### config.mk
export PLATFORM = sky130hd
export DESIGN_NAME = add_sub_seq
export DESIGN_NICKNAME = d
export VERILOG_FILES = /design/src/rtl/add_sub_seq.sv
export SDC_FILE = /design/constraint.sdc
export NUM_CORES = 1
export LEC_CHECK = 0
export CAP_MARGIN = 20
export CORE_MARGIN = 10
export CORE_UTILIZATION = 32
export DETAILED_ROUTE_END_ITERATION = 8
export DONT_BUFFER_PORTS = 1
export RECOVER_POWER = 100
export SKIP_CTS_REPAIR_TIMING = 1
export SLEW_MARGIN = 0
export SYNTH_ARGS = -nofsm -noshare
export SYNTH_HDL_FRONTEND = slang
export SYNTH_SLANG_ARGS = --single-unit
### constraint.sdc
create_clock -name clk -period 2.84 [get_ports clk]
set_input_delay 0.568 -clock clk [delete_from_list [all_inputs] [get_ports clk]]
set_output_delay 0.568 -clock clk [all_outputs]
set_load 0.03 [all_outputs]
### src/rtl/add_sub_seq.sv
// add_sub_seq: multi-precision add/subtract sequencer.
// Accepts two W-bit operands (W = N*WORDS) and an add/subtract select over a
// valid/ready handshake. It processes one N-bit slice per clock, least
// significant first, and carries between slices only through a register.
// The full-width result is then presented over an output valid/ready handshake.
//
// Ports:
//   clk        rising-edge clock
//   rst        synchronous active-high reset
//   in_valid   operand request
//   in_ready   request can be accepted (IDLE and rst low)
//   a, b       W-bit operands
//   sub        0: a+b, 1: a-b
//   out_valid  result available
//   out_ready  consumer accepts result
//   result     a +/- b modulo 2^W
//   co         final carry out (for sub: 1 = no borrow)
//   ovf        signed two's-complement overflow
module add_sub_seq #(
    parameter int unsigned N     = 4,
    parameter int unsigned WORDS = 4
) (
    input  logic               clk,
    input  logic               rst,
    input  logic               in_valid,
    output logic               in_ready,
    input  logic [N*WORDS-1:0] a,
    input  logic [N*WORDS-1:0] b,
    input  logic               sub,
    output logic               out_valid,
    input  logic               out_ready,
    output logic [N*WORDS-1:0] result,
    output logic               co,
    output logic               ovf
);

    localparam int unsigned IDX_W = (WORDS > 1) ? $clog2(WORDS) : 1;
    localparam logic [IDX_W-1:0] LAST_IDX = IDX_W'(WORDS - 1);

    typedef enum logic [1:0] {
        IDLE = 2'd0,
        RUN  = 2'd1,
        DONE = 2'd2
    } state_t;

    state_t                   state;
    logic [WORDS-1:0][N-1:0]  a_q;
    logic [WORDS-1:0][N-1:0]  b_q;
    logic [WORDS-1:0][N-1:0]  res_q;
    logic                     sub_q;
    logic                     carry;
    logic                     co_q;
    logic                     ovf_q;
    logic [IDX_W-1:0]         idx;

    logic [N-1:0]             a_sl;
    logic [N-1:0]             b_sl;
    logic [N:0]               sum;
    logic [N-1:0]             low_sum;
    logic                     cin_msb;

    // One N-bit slice adder; subtraction inverts B and uses carry-in = 1.
    // low_sum adds only the lower N-1 bits so its top bit is the carry into
    // the slice MSB, which the signed-overflow flag needs on the last slice.
    always_comb begin
        a_sl    = a_q[idx];
        b_sl    = b_q[idx] ^ {N{sub_q}};
        sum     = {1'b0, a_sl} + {1'b0, b_sl} + (N+1)'(carry);
        low_sum = {1'b0, a_sl[N-2:0]} + {1'b0, b_sl[N-2:0]} + N'(carry);
        cin_msb = low_sum[N-1];
    end

    // Sequencer: latch operands, walk the slices, hold result until taken.
    always_ff @(posedge clk) begin
        if (rst) begin
            state <= IDLE;
            a_q   <= '0;
            b_q   <= '0;
            sub_q <= 1'b0;
            res_q <= '0;
            co_q  <= 1'b0;
            ovf_q <= 1'b0;
            idx   <= '0;
            carry <= 1'b0;
        end else begin
            case (state)
                IDLE: begin
                    if (in_valid) begin
                        a_q   <= a;
                        b_q   <= b;
                        sub_q <= sub;
                        idx   <= '0;
                        carry <= sub;
                        state <= RUN;
                    end
                end
                RUN: begin
                    res_q[idx] <= sum[N-1:0];
                    carry      <= sum[N];
                    idx        <= idx + IDX_W'(1);
                    if (idx == LAST_IDX) begin
                        co_q  <= sum[N];
                        ovf_q <= cin_msb ^ sum[N];
                        state <= DONE;
                    end
                end
                DONE: begin
                    if (out_ready) begin
                        state <= IDLE;
                    end
                end
                default: state <= IDLE;
            endcase
        end
    end

    // Handshake flags decode straight from the state register.
    assign in_ready  = (state == IDLE) && !rst;
    assign out_valid = (state == DONE);
    assign result    = res_q;
    assign co        = co_q;
    assign ovf       = ovf_q;

endmodule

Word-level counts from Yosys, hierarchy flattened

Cells that the tools add are included.
W data, S select, Z words.

Memories kept: 0
Word-level logic and storage cells: 57
Bits in read-only memories: 0
Output and inout bits: 20
Memory bits (writable): 0
Bits in latches: 0
Flip-flop bits (word level): 56
Input port bits: 37

$add $sub $neg: 5
Shifts and indexed selects: 0
Equality and inequality tests: 6
Bitwise logic cells: 2
Muxes and demuxes: 15
Div/mod/pow operators: 0
$lt $le $gt $ge: 2
Reductions and logical operators: 9
Multipliers: 0

Operators with widths:

| cell                  | count |
|---|---|
| $bmux W4 S2           | 2 |
| $bwmux W16            | 1 |
| $mux W4               | 3 |
| $demux W4 S2          | 1 |
| $mux W2               | 4 |
| $pmux W2 S3           | 1 |
| $reduce_and A2 Y1     | 3 |
| $add A4 B4 Y5         | 1 |
| $add A5 B1 Y5         | 1 |
| $add A3 B3 Y4         | 1 |
| $add A4 B1 Y4         | 1 |
| $eq A2 B2 Y1 const B  | 2 |
| $ne A2 B2 Y1 const B  | 2 |
| $pmux W2 S2           | 1 |
| $xor A4 B4 Y4         | 1 |
| $lt A2 B3 Y1 const B  | 1 |
| $reduce_and A3 Y1     | 1 |
| $add A2 B1 Y2 const B | 1 |
| $eq A2 B1 Y1 const B  | 1 |
| $ge A2 B1 Y1 const B  | 1 |
| $logic_and A1 B1 Y1   | 2 |
| $logic_not A2 Y1      | 1 |
| $ne A2 B1 Y1 const B  | 1 |
| $pmux W1 S2           | 1 |
| other kinds (4)       | 4 |

Longest topological paths before layout

Gate-level depths: netlist of run 1.

Depth after elaboration: 6
Mapped depth: 9
Depth with buffers taken out: 8

Least setup slack after synthesis of run 1

OpenSTA, ideal clock, no wires.

Kind: flip-flop to flip-flop
From: reg idx[0]
To: reg ovf_q, in the netlist ovf
Clock period less this slack: 2.719 ns
Library setup time: 0.136 ns
Cell stages (with the launch flop): 10
Required time: 2.704 ns
Data arrival time: 2.583 ns
Path buffers: 1
Setup slack: 0.121 ns
Cell sequence: dfxtp_1 buf_4 mux4_2 xor2_1 fa_1 fa_1 a21o_1 a21oi_2 xnor2_1 a211oi_2

Longest elaborated chain between the ends: 6
Elaborated cells between the ends (all ways): 12
Those cells by class: 4 x add/sub; 1 x eq/ne; 4 x mux; 2 x bitwise; 1 x reduce/logical

RTL lines:

| item                                                  | line   | text |
|---|---|---|
| start, declared                                       | 54     | `logic [IDX_W-1:0] idx;` |
| start signal, assigned                                | 100    | `idx <= idx + IDX_W'(1);` |
| $bmux W4 S2                                           | 67     | `b_sl = b_q[idx] ^ {N{sub_q}};` |
| $mux W4 (implied by the code)                         | 67     |  |
| $xor A4 B4 Y4                                         | 67     |  |
| $add A4 B4 Y5 / $add A3 B3 Y4 (equally long branches) | 68, 69 |  |
| $add A5 B1 Y5 / $add A4 B1 Y4 (equally long branches) | 68, 69 |  |
| $xor A1 B1 Y1                                         | 103    | `ovf_q <= cin_msb ^ sum[N];` |
| end signal, assigned                                  | 103    |  |
| end, declared                                         | 53     | `logic ovf_q;` |

Parallel ways exist; a longest one is shown, timed or not. The select of a mux whose other input is x is not followed.
A chain may end at the register's enable or synchronous reset.

Worst setup path after layout of run 1

Ends and elaborated chain as after synthesis.

==> flow_summary.html, run 1 <==
<table>
<tr><th>Metric</th><th>Value</th></tr>
<tr><th colspan="2">Critical path</th></tr>
<tr><td>CP Data Required Time</td><td>3.08 ns</td></tr>
<tr><td>Reg-to-reg slack, setup</td><td>0.19 ns</td></tr>
<tr><td>Cells along the critical path</td><td>buf_4 -&gt; mux4_2 -&gt; fa_1 -&gt; fa_1 -&gt; a21o_1 -&gt; a21oi_2 -&gt; xnor2_1 -&gt; a211oi_2</td></tr>
<tr><td>Worst setup path category</td><td>reg2reg</td></tr>
<tr><td>Most common cell type on the critical path</td><td>fa_1</td></tr>
<tr><td>Cell type group with the largest total delay on the critical path</td><td>adder cells</td></tr>
<tr><td>Nature of the critical path endpoint</td><td>flip-flop</td></tr>
<tr><td>Largest fanout on the critical path</td><td>4</td></tr>
<tr><td>Endpoint of the most critical register-to-register path</td><td>ovf</td></tr>
<tr><td>Cell count along the critical path</td><td>8</td></tr>
<tr><td>Largest incremental delay on the critical path</td><td>0.51 ns</td></tr>
<tr><td>Critical R2R Launch</td><td>idx[0]</td></tr>
<tr><td>CP Launch Point</td><td>idx[0]</td></tr>
<tr><td>Endpoint of the most critical setup path</td><td>ovf</td></tr>
<tr><td>Endpoint arrival time on the critical path</td><td>2.88 ns</td></tr>
<tr><td>Buffers and inverters on the worst path</td><td>1</td></tr>
<tr><td>Sort of element at the start of the critical path</td><td>flip-flop</td></tr>
<tr><td>Length in cells of the worst reg-to-reg path</td><td>8</td></tr>
<tr><td>Cell at the slowest stage of the critical path</td><td>mux4_2</td></tr>
<tr><th colspan="2">Min path</th></tr>
<tr><td>Type of the worst min-delay path</td><td>in2reg</td></tr>
<tr><th colspan="2">Timing</th></tr>
<tr><td>Worst setup skew after layout</td><td>0.0103 ns</td></tr>
<tr><td>Worst setup slack after layout</td><td>0.192 ns</td></tr>
<tr><td>Slew at the pin closest to its max-slew limit</td><td>1.78 ns</td></tr>
<tr><td>Slew Viols, Final</td><td>17</td></tr>
<tr><td>Shortest period the worst path allows</td><td>2.65 ns</td></tr>
<tr><td>FMAX</td><td>378 MHz</td></tr>
<tr><td>Unrepaired setup endpoints after global routing</td><td>no</td></tr>
<tr><td>Post-route fraction of the period consumed by the critical path</td><td>93.2%</td></tr>
<tr><td>Number of endpoints with negative hold slack in the final report</td><td>0</td></tr>
<tr><td>Setup total negative slack</td><td>0 ns</td></tr>
<tr><td>Final setup fails</td><td>0</td></tr>
<tr><td>Tightest slew margin relative to the limit</td><td>-18.6%</td></tr>
<tr><th colspan="2">Die</th></tr>
<tr><td>Die Y-Extent</td><td>107 µm</td></tr>
<tr><td>Row cnt</td><td>31</td></tr>
<tr><td>Starting density of the core</td><td>33.4%</td></tr>
<tr><td>Die area</td><td>0.0116 mm²</td></tr>
<tr><td>Number of I/O pins</td><td>57</td></tr>
<tr><td>Die Wd</td><td>107 µm</td></tr>
<tr><td>Floorplan Core Area</td><td>0.00733 mm²</td></tr>
<tr><th colspan="2">Power and ir drop</th></tr>
<tr><td>Power dissipated by switching net loads</td><td>454 µW</td></tr>
<tr><td>Cell internal pwr</td><td>1100 µW</td></tr>
<tr><td>Pleak</td><td>0.000947 µW</td></tr>
<tr><td>Proportion of total power due to net switching</td><td>29.3%</td></tr>
<tr><td>Worst ir drop on vdd</td><td>254 µV</td></tr>
<tr><td>Pwr/cell area</td><td>590 mW/mm²</td></tr>
<tr><td>Fraction of power consumed by combinational cells</td><td>14.0%</td></tr>
<tr><td>Part of the power in registers</td><td>55.9%</td></tr>
<tr><td>Power share of the clock group</td><td>30.1%</td></tr>
<tr><th colspan="2">Clock network</th></tr>
<tr><td>Sinks on Clock Net</td><td>56</td></tr>
<tr><td>Clock Tree Buf Depth</td><td>2</td></tr>
<tr><td>Reg clk slew, reported paths</td><td>0.11 ns</td></tr>
<tr><td>Skew-Pair Late Insertion Delay</td><td>0.31 ns</td></tr>
<tr><td>TritonCTS clock tree</td><td>done</td></tr>
<tr><td>Number of buffers created by CTS</td><td>5</td></tr>
<tr><td>CTS H-tree lvls</td><td>2</td></tr>
<tr><td>CTS root buffer</td><td>clkbuf_8</td></tr>
<tr><th colspan="2">Drt</th></tr>
<tr><td>WL met3</td><td>523 µm</td></tr>
<tr><td>Number of search-and-repair iterations in the first detailed-routing pass</td><td>4</td></tr>
<tr><td>Detailed-route via count</td><td>1797</td></tr>
<tr><td>Met2 Wirelength</td><td>2590 µm</td></tr>
<tr><td>Number of DRC violations after detailed routing</td><td>0</td></tr>
<tr><td>WL/cell</td><td>15.7 µm</td></tr>
<tr><td>Drt initial violations</td><td>122</td></tr>
<tr><td>Vias per cell</td><td>4.86</td></tr>
<tr><td>Total Routed Length</td><td>5800 µm</td></tr>
<tr><td>Top Layer Used</td><td>met4</td></tr>
<tr><td>Met1 routed wirelength after detailed routing</td><td>2640 µm</td></tr>
<tr><td>Post-DRT Antenna Nets</td><td>0</td></tr>
<tr><th colspan="2">Finish</th></tr>
<tr><td>Filler cells</td><td>759</td></tr>
<tr><td>Count of nets after finishing</td><td>316</td></tr>
<tr><td>Layout cells sized above 1</td><td>12.5%</td></tr>
<tr><td>Final core utilization</td><td>35.8%</td></tr>
<tr><td>Area added between synthesis and finish</td><td>7.25%</td></tr>
<tr><td>Area of all placed cells without fillers</td><td>0.00263 mm²</td></tr>
<tr><td>Number of antenna cells inserted</td><td>0</td></tr>
<tr><th colspan="2">Global route</th></tr>
<tr><td>Overall fraction of global-route tracks in use</td><td>10.2%</td></tr>
<tr><td>Largest net degree at the start of global routing</td><td>62</td></tr>
<tr><td>First-pass GRT wire length</td><td>9540 µm</td></tr>
<tr><td>Vias in the first global route</td><td>1762</td></tr>
<tr><td>Total congestion overflow</td><td>0</td></tr>
<tr><td>Antenna violations before repair</td><td>0</td></tr>
<tr><th colspan="2">Logic synthesis</th></tr>
<tr><td>Leading post-synthesis cells by cell area</td><td>dfxtp_1, nand2_1, a21oi_1</td></tr>
<tr><td>Post-Syn Area per Cell</td><td>8.97 µm²</td></tr>
<tr><td>Syn. warnings</td><td>0</td></tr>
<tr><td>Number of flip-flops and latches in the synthesized netlist</td><td>56</td></tr>
<tr><td>Number of nets in the synthesized netlist</td><td>319</td></tr>
<tr><td>Cell type contributing the most total cell area after synthesis</td><td>dfxtp_1</td></tr>
<tr><td>Sequential-to-total area share from yosys stat</td><td>45.8%</td></tr>
<tr><td>Share of the synthesized area in the top cell type</td><td>45.8%</td></tr>
<tr><td>Number of distinct library cells after synthesis</td><td>30</td></tr>
<tr><td>Post-Synthesis Cells</td><td>273</td></tr>
<tr><td>Syn Std Cell Area</td><td>0.00245 mm²</td></tr>
<tr><th colspan="2">Place</th></tr>
<tr><td>Final weighted congestion of routability-driven global placement</td><td>0.766</td></tr>
<tr><td>Post-Place Cell Area</td><td>0.00255 mm²</td></tr>
<tr><td>Post-placement setup slack</td><td>0.178 ns</td></tr>
<tr><td>Estimated wirelength of the detail-placed design</td><td>4340 µm</td></tr>
<tr><td>PortBufs</td><td>0</td></tr>
<tr><th colspan="2">Run status</th></tr>
<tr><td>Violations in the final reports</td><td>max-capacitance violations, max-slew violations</td></tr>
<tr><td>Run status</td><td>finished, violations left</td></tr>
<tr><th colspan="2">Flow run</th></tr>
<tr><td>Reported max-cap violation count</td><td>1</td></tr>
</table>
-- cells in the mapped netlist (all sizes together) --
cell	number
and2	1
buf	11
dfxtp	56
mux4	8
ha	7
o31ai	4
a311oi	3
nand3b	4
nand2	82
inv	2
nand2b	4
nand3	8
a31oi	1
a21o	2
a21oi	50
nor3	2
fa	2
xor2	5
a211oi	3
nor2	5
clkbuf	8
xnor2	2
nor3b	1
nor2b	2
-- kinds of logic after synthesis --
family	Yosys count	synth area share [%]
buffers and inverters	21	4.24
XOR/XNOR	7	2.50
AND/OR/NAND/NOR	109	19.1
adder cells (fa/ha/maj)	9	5.21
AO/OA/AOI/OAI	63	15.8
multiplexers	8	7.35
flip-flops	56	45.8
-- metrics by stage --
stage                     instances  power, µW  hold WS, ns
final                           370       1550        0.316
after global routing            370       1630        0.296
after CTS                       370       1570        0.306
after detailed placement        362       1110        0.441
after global placement          362       1110        0.434
after floorplan                 273       1060        0.433
-- registers in the layout, indices dropped and copies added, names as in the netlist --
| name | count |
|---|---|
| a_q | 16 |
| b_q | 16 |
| carry | 1 |
| co | 1 |
| idx | 2 |
| ovf | 1 |
| result | 16 |
| state | 2 |
| sub_q | 1 |
-- area by class of cell --
class / count / area (µm²) / area share, %
inverter: 2 / 7.51 / 0.286
timing repair buffer: 9 / 57.6 / 2.19
multi-input combinational: 196 / 1220 / 46.4
clock inverter: 3 / 27.5 / 1.05
sequential: 56 / 1120 / 42.7
clock buffer: 5 / 68.8 / 2.62
tap: 99 / 124 / 4.71
-- cell usage in the layout (no fill, tap or decap), types with 5 or more instances in the layout --
master	n
a21oi_1	48
buf_4	6
clkbuf_8	5
dfxtp_1	55
ha_1	7
mux4_2	8
nand2_1	81
nand3_1	8
nor2_1	5
xor2_1	5
-- worst reg2reg max path: cells and delay by family (launching register included) --
family                   cells  cell delay, ns
AO/OA/AOI/OAI                3            0.59
buffers and inverters        1            0.13
flip-flops                   1            0.36
multiplexers                 1            0.51
adder cells (fa/ha/maj)      2            0.87
XOR/XNOR                     1            0.11
-- per-layer routing --
layer / vias to the layer above / GRT usage (%)
met5: - / 0
met4: 0 / 2.00
met3: 4 / 4.13
met2: 44 / 14.6
met1: 824 / 14.0
li1: 925 / -
-- power by group through the flow --
stage	registers (µW)	clock network, µW	logic, µW
after CTS	868	480	225
after global placement	886	0	222
after global routing	874	507	248
after floorplan	875	0	185
after detailed placement	887	0	224
final	867	467	217
-- how the worst min path moves through the flow --
| stage | startpoint | slack (ns) | cells after the start | to |
|---|---|---|---|---|
| 2_1_floorplan | a_q[10] | 0.43 | 2 | a_q[10] |
| 3_3_place_gp | b_q[1] | 0.43 | 2 | b_q[1] |
| 3_5_place_dp | a_q[9] | 0.44 | 2 | a_q[9] |
| 4_1_cts | rst | 0.31 | 1 | b_q[14] |
| 5_1_grt | rst | 0.30 | 1 | result[5] |
| 6_report | rst | 0.32 | 1 | result[12] |
No activity file was read; power rests on OpenSTA's default activity.
==> inputs of run 2 (changes only) <==
Settings changed: ABC_CLOCK_PERIOD_IN_PS set to 2840.
==> results of run 2 <==
Same layout as run 1: the final DEF is identical, and so are final timing and power.
==> inputs of run 3 (changes only) <==
Settings changed: SKIP_CTS_REPAIR_TIMING 1 to not set.
==> results of run 3 <==
Same layout as run 1: the final DEF is identical, and so are final timing and power.
==> RTL change 1: new RTL, config.mk and constraints of run 2 <==
Change the parameter `WORDS` from 4 to 2.
--- a/src/rtl/add_sub_seq.sv
+++ b/src/rtl/add_sub_seq.sv
@@ -18,7 +18,7 @@
 //   ovf        signed two's-complement overflow
 module add_sub_seq #(
     parameter int unsigned N     = 4,
-    parameter int unsigned WORDS = 4
+    parameter int unsigned WORDS = 2
 ) (
     input  logic               clk,
     input  logic               rst,
Interface: changed (resized a, b and result); port bits go from 57 to 33. The function was not compared with the original's and may differ.
==> RTL change 1 against run 2 <==
- synthesized area down 42%
- wire length down 47%
- critical path type unchanged
- design area down 42%
- die area decreased by 35%
- sequential cell count decreased by 25
- highest routed layer unchanged
- total power decreased by 34%
- setup slack better by 0.34 ns
==> RTL change 1: results (changes against run 2) <==
Max clock buf depth -> 2 (unchanged)
Setup Skew -> 0.001606 ns (was 0.01030 ns)
Clk slew on worst S/H paths -> 0.06 ns (was 0.11 ns)
All-Layer GR Usage -> 8.843% (was 10.20%)
CP arrival -> 2.52 ns (was 2.88 ns)
Top cells by count, synth -> nand2_1, dfxtp_1, a21oi_1 (unchanged)
Ranking of synthesized cells by area -> dfxtp_1, nand2_1, a21oi_1, xnor2_1, mux2i_1 (was dfxtp_1, nand2_1, a21oi_1, mux4_2, ha_1)
Worst Tran Pin Value -> 1.005 ns (was 1.776 ns)
Max Cap Viol -> 0 (was 1)
Vias per cell -> 4.781 (was 4.857)
Max incr delay on CP -> 0.43 ns (was 0.51 ns)
CP Launch Point -> idx (was idx[0])
Endpoint of the worst hold path -> ovf (was result[12])
DP Cell Count -> 207 (was 362)
Crit-path slowest cell -> fa_1 (was mux4_2)
Routed WL -> 3059 um (was 5795 um)
Crit path max fanout -> 12 (was 4)
Hpwl dp -> 2281 um (was 4337 um)
Final Non-Filler Cells -> 215 (was 370)
Pin count of the biggest net entering global routing -> 35 (was 62)
Syn Area/Cell -> 8.805 sq um (was 8.974 sq um)
Post-Syn Nets -> 188 (was 319)
Post-place setup slack -> 0.5294 ns (was 0.1783 ns)
Layout cells sized above 1 -> 12.88% (was 12.55%)
DR iter-0 viols -> 38 (was 122)
First-pass GRT wire length -> 5057 um (was 9542 um)
Layout fillers -> 478 (was 759)
Placer Congestion -> 0.7767 (was 0.7660)
Status -> finished, final reports clean (was finished with violations)
Leakage -> 0.5432 nW (was 0.9468 nW)
Vias in the first global route -> 1050 (was 1762)
Register area share after synthesis -> 43.51% (was 45.76%)
Maximum VDD drop -> 0.1904 mV (was 0.2538 mV)
Clk Latency, worst-skew pair -> 0.28 ns (was 0.31 ns)
[RTL change 1: cell count changes after synthesis, moves of 4 or more]
cell,change
nand2_1,-41
dfxtp_1,-25
a21oi_1,-23
mux4_2,-8
nand3_1,-8
buf_2,-7
mux2i_1,+5
ha_1,-4
nor2_2,+4
xnor2_1,+4
xor2_1,-4
[RTL change 1: where the power goes]
| part | internal, mW | switching (mW) |
|---|---|---|
| registers | 0.464 | 0.0369 |
| clock network | 0.221 | 0.158 |
| logic | 0.0635 | 0.0826 |
| total | 0.748 | 0.278 |
[RTL change 1: routing by layer]
| layer | vias to the layer above | track usage (%) | wire length (um) |
|---|---|---|---|
| met2 | 24 | 13.09 | 1376 |
| met5 | - | 0 | 0 |
| met3 | 5 | 5.722 | 358 |
| met1 | 464 | 9.210 | 1245 |
| met4 | 0 | 5.302 | 78 |
| li1 | 535 | - | - |
[RTL change 1: worst max path at each step]
stage | endpoint | slack [ns] | cells past startpoint
after CTS | ovf | 0.51 | 8
final | ovf | 0.53 | 8
after detailed placement | ovf | 0.53 | 8
after global placement | ovf | 0.57 | 8
after floorplan | ovf | 0.42 | 9
after global routing | ovf | 0.37 | 8
[RTL change 1: per-stage QoR]
stage | hold WS [ns] | area [sq um]
global placement | 0.4353 | 1453
CTS | 0.3277 | 1553
global route | 0.3250 | 1535
detailed placement | 0.4413 | 1453
finish | 0.3457 | 1535
floorplan | 0.4329 | 1426
[RTL change 1: layout make-up]
| class | instances | area, sq um | area share (%) |
|---|---|---|---|
| Sequential cell | 31 | 620.6 | 40.42 |
| Tap cell | 52 | 65.06 | 4.238 |
| Clock buffer | 8 | 100.1 | 6.520 |
| Timing Repair Buffer | 2 | 11.26 | 0.7335 |
| Multi-Input combinational cell | 119 | 726.9 | 47.35 |
| Inverter | 3 | 11.26 | 0.7335 |
[RTL change 1: logic make-up after synthesis]
group / count (synthesis) / share of synthesized area, %
xor gates and xnor gates: 7 / 4.298
muxes: 8 / 5.877
adders and majority gates: 5 / 5.439
and+or+nand+nor: 65 / 21.93
AOI/OAI and AO/OA: 34 / 14.39
DFF: 31 / 43.51
buffers and inverters: 12 / 4.561
[RTL change 1: worst register-to-register path, stage by stage (launching register included)]
cell and delay, ns:
dfxtp_1 0.34, buf_4 0.20, mux2i_1 0.12, fa_1 0.43, fa_1 0.41, nand2b_1 0.15
a21oi_1 0.25, xnor2_1 0.12, a211oi_2 0.21
==> RTL change 2: new RTL, settings of run 2 <==
Made on the original files. Re-encode `state_t` (3 states) as one-hot, 3 bits wide.
--- a/src/rtl/add_sub_seq.sv
+++ b/src/rtl/add_sub_seq.sv
@@ -37,10 +37,10 @@
     localparam int unsigned IDX_W = (WORDS > 1) ? $clog2(WORDS) : 1;
     localparam logic [IDX_W-1:0] LAST_IDX = IDX_W'(WORDS - 1);
 
-    typedef enum logic [1:0] {
-        IDLE = 2'd0,
-        RUN  = 2'd1,
-        DONE = 2'd2
+    typedef enum logic [2:0] {
+        IDLE = 3'b001,
+        RUN  = 3'b010,
+        DONE = 3'b100
     } state_t;
 
     state_t                   state;
Formal check against the unedited RTL: same outputs for any inputs over 10 cycles, from zero or initial values and one cycle with rst high; not proved beyond that.
==> RTL change 2 against run 2 <==
- wire length increased by 5.9%
- design area rose by 11%
- setup slack worse by 0.011 ns
- die area grew 8.0%
- worst hold slack worse by 0.025 ns
- critical path type unchanged
- sequential cell count increased by 1
- synthesized area rose by 9.9%
- total power increased by 26%
==> RTL change 2: results (changes against run 2) <==
Status -> finished, final reports clean (was finished with violations)
Clk Latency, worst-skew pair -> 0.35 ns (was 0.31 ns)
First-pass GRT wire length -> 10230 um (was 9542 um)
Leakage -> 1.023 nW (was 0.9468 nW)
Clk slew on worst S/H paths -> 0.07 ns (was 0.11 ns)
Nets -> 334 (was 316)
Setup Skew -> 0.008999 ns (was 0.01030 ns)
Register area share after synthesis -> 42.38% (was 45.76%)
Post-Syn Nets -> 337 (was 319)
Vias after detailed routing -> 1933 (was 1797)
DP Cell Count -> 382 (was 362)
Pin count of the biggest net entering global routing -> 59 (was 62)
Placer Congestion -> 0.7822 (was 0.7660)
All-Layer GR Usage -> 10.16% (was 10.20%)
DR iter-0 viols -> 87 (was 122)
Relative slew slack -> 31.32% (was -18.63%)
Ranking of synthesized cells by area -> dfxtp_1, nand2_1, mux4_2, a21oi_2, a21oi_1 (was dfxtp_1, nand2_1, a21oi_1, mux4_2, ha_1)
Worst EP required -> 3.06 ns (was 3.08 ns)
Total clock buffers created by CTS -> 9 (was 5)
Post-place setup slack -> 0.1871 ns (was 0.1783 ns)
Top cells by count, synth -> nand2_1, dfxtp_1, a21oi_1 (unchanged)
Layout cells sized above 1 -> 19.11% (was 12.55%)
Synth unique cells -> 39 (was 30)
Hpwl dp -> 4508 um (was 4337 um)
Final Non-Filler Cells -> 398 (was 370)
H-tree levels -> 3 (was 2)
Crit path max fanout -> 7 (was 4)
Dpl cell area -> 2740 sq um (was 2551 sq um)
-- RTL change 2: cell types whose count changed after synthesis, moves of 4 or more --
cell / delta
a21oi_2: +18
nor2_1: +6
a21oi_1: -22
nand3_1: -8
nor2_2: +4
buf_6: +5
clkbuf_1: -4
a211oi_1: +7
-- RTL change 2: critical path: stages (launching register included) --
cell and delay (ns):
dfxtp_1 0.46, clkbuf_1 0.36, mux4_2 0.38, xor2_1 0.19, fa_1 0.45, a21o_1 0.20
a21oi_2 0.21, xor2_1 0.20, a211oi_2 0.09
-- RTL change 2: area by class of cell --
| cell class | instances | area, sq um |
|---|---|---|
| clock buffers | 10 | 137.6 |
| clock inverters | 6 | 90.09 |
| fillers | 855 | 5296 |
| inverters | 5 | 18.77 |
| multi-input cells | 208 | 1363 |
| flip-flops and latches | 57 | 1141 |
| well taps | 105 | 131.4 |
| repair buffers | 7 | 38.79 |
-- RTL change 2: worst paths after layout --
kind | slack (ns) | start | cells after the start | endpoint
worst max-delay path | 0.18 | idx[1] | 8 | ovf
worst min-delay path | 0.29 | rst | 1 | a_q[1]
worst max register to register | 0.18 | idx[1] | 8 | ovf
worst min register to register | 0.45 | a_q[13] | 2 | a_q[13]
-- RTL change 2: logic make-up (layout without fill, tap and decap cells) --
kind of cell	count (synthesis)	after routing	synth area share [%]
simple gates	122	122	21.05
buf+inv	26	28	6.320
xor+xnor	6	6	1.952
fa+ha+maj	9	9	4.740
mux	9	9	7.063
flops	57	57	42.38
compound gates	62	62	16.50
-- RTL change 2: metal layers --
metal	global-route usage, %	vias up	part of all wire [%]
met5	0	-	0
met2	15.58	48	46
met3	7.193	10	11
li1	-	973	-
met4	2.828	0	1.2
met1	11.03	902	42
-- RTL change 2: power breakdown --
| group | internal [mW] | switching [mW] |
|---|---|---|
| logic | 0.0921 | 0.137 |
| registers | 0.844 | 0.0351 |
| clock network | 0.520 | 0.332 |
| total | 1.46 | 0.503 |
-- RTL change 2: metrics by stage --
stage	hold WS (ns)	utilization, %
floorplan	0.4331	-
global placement	0.4391	33.35
detailed placement	0.4419	33.35
CTS	0.2645	36.12
global route	0.2508	35.54
finish	0.2908	35.54
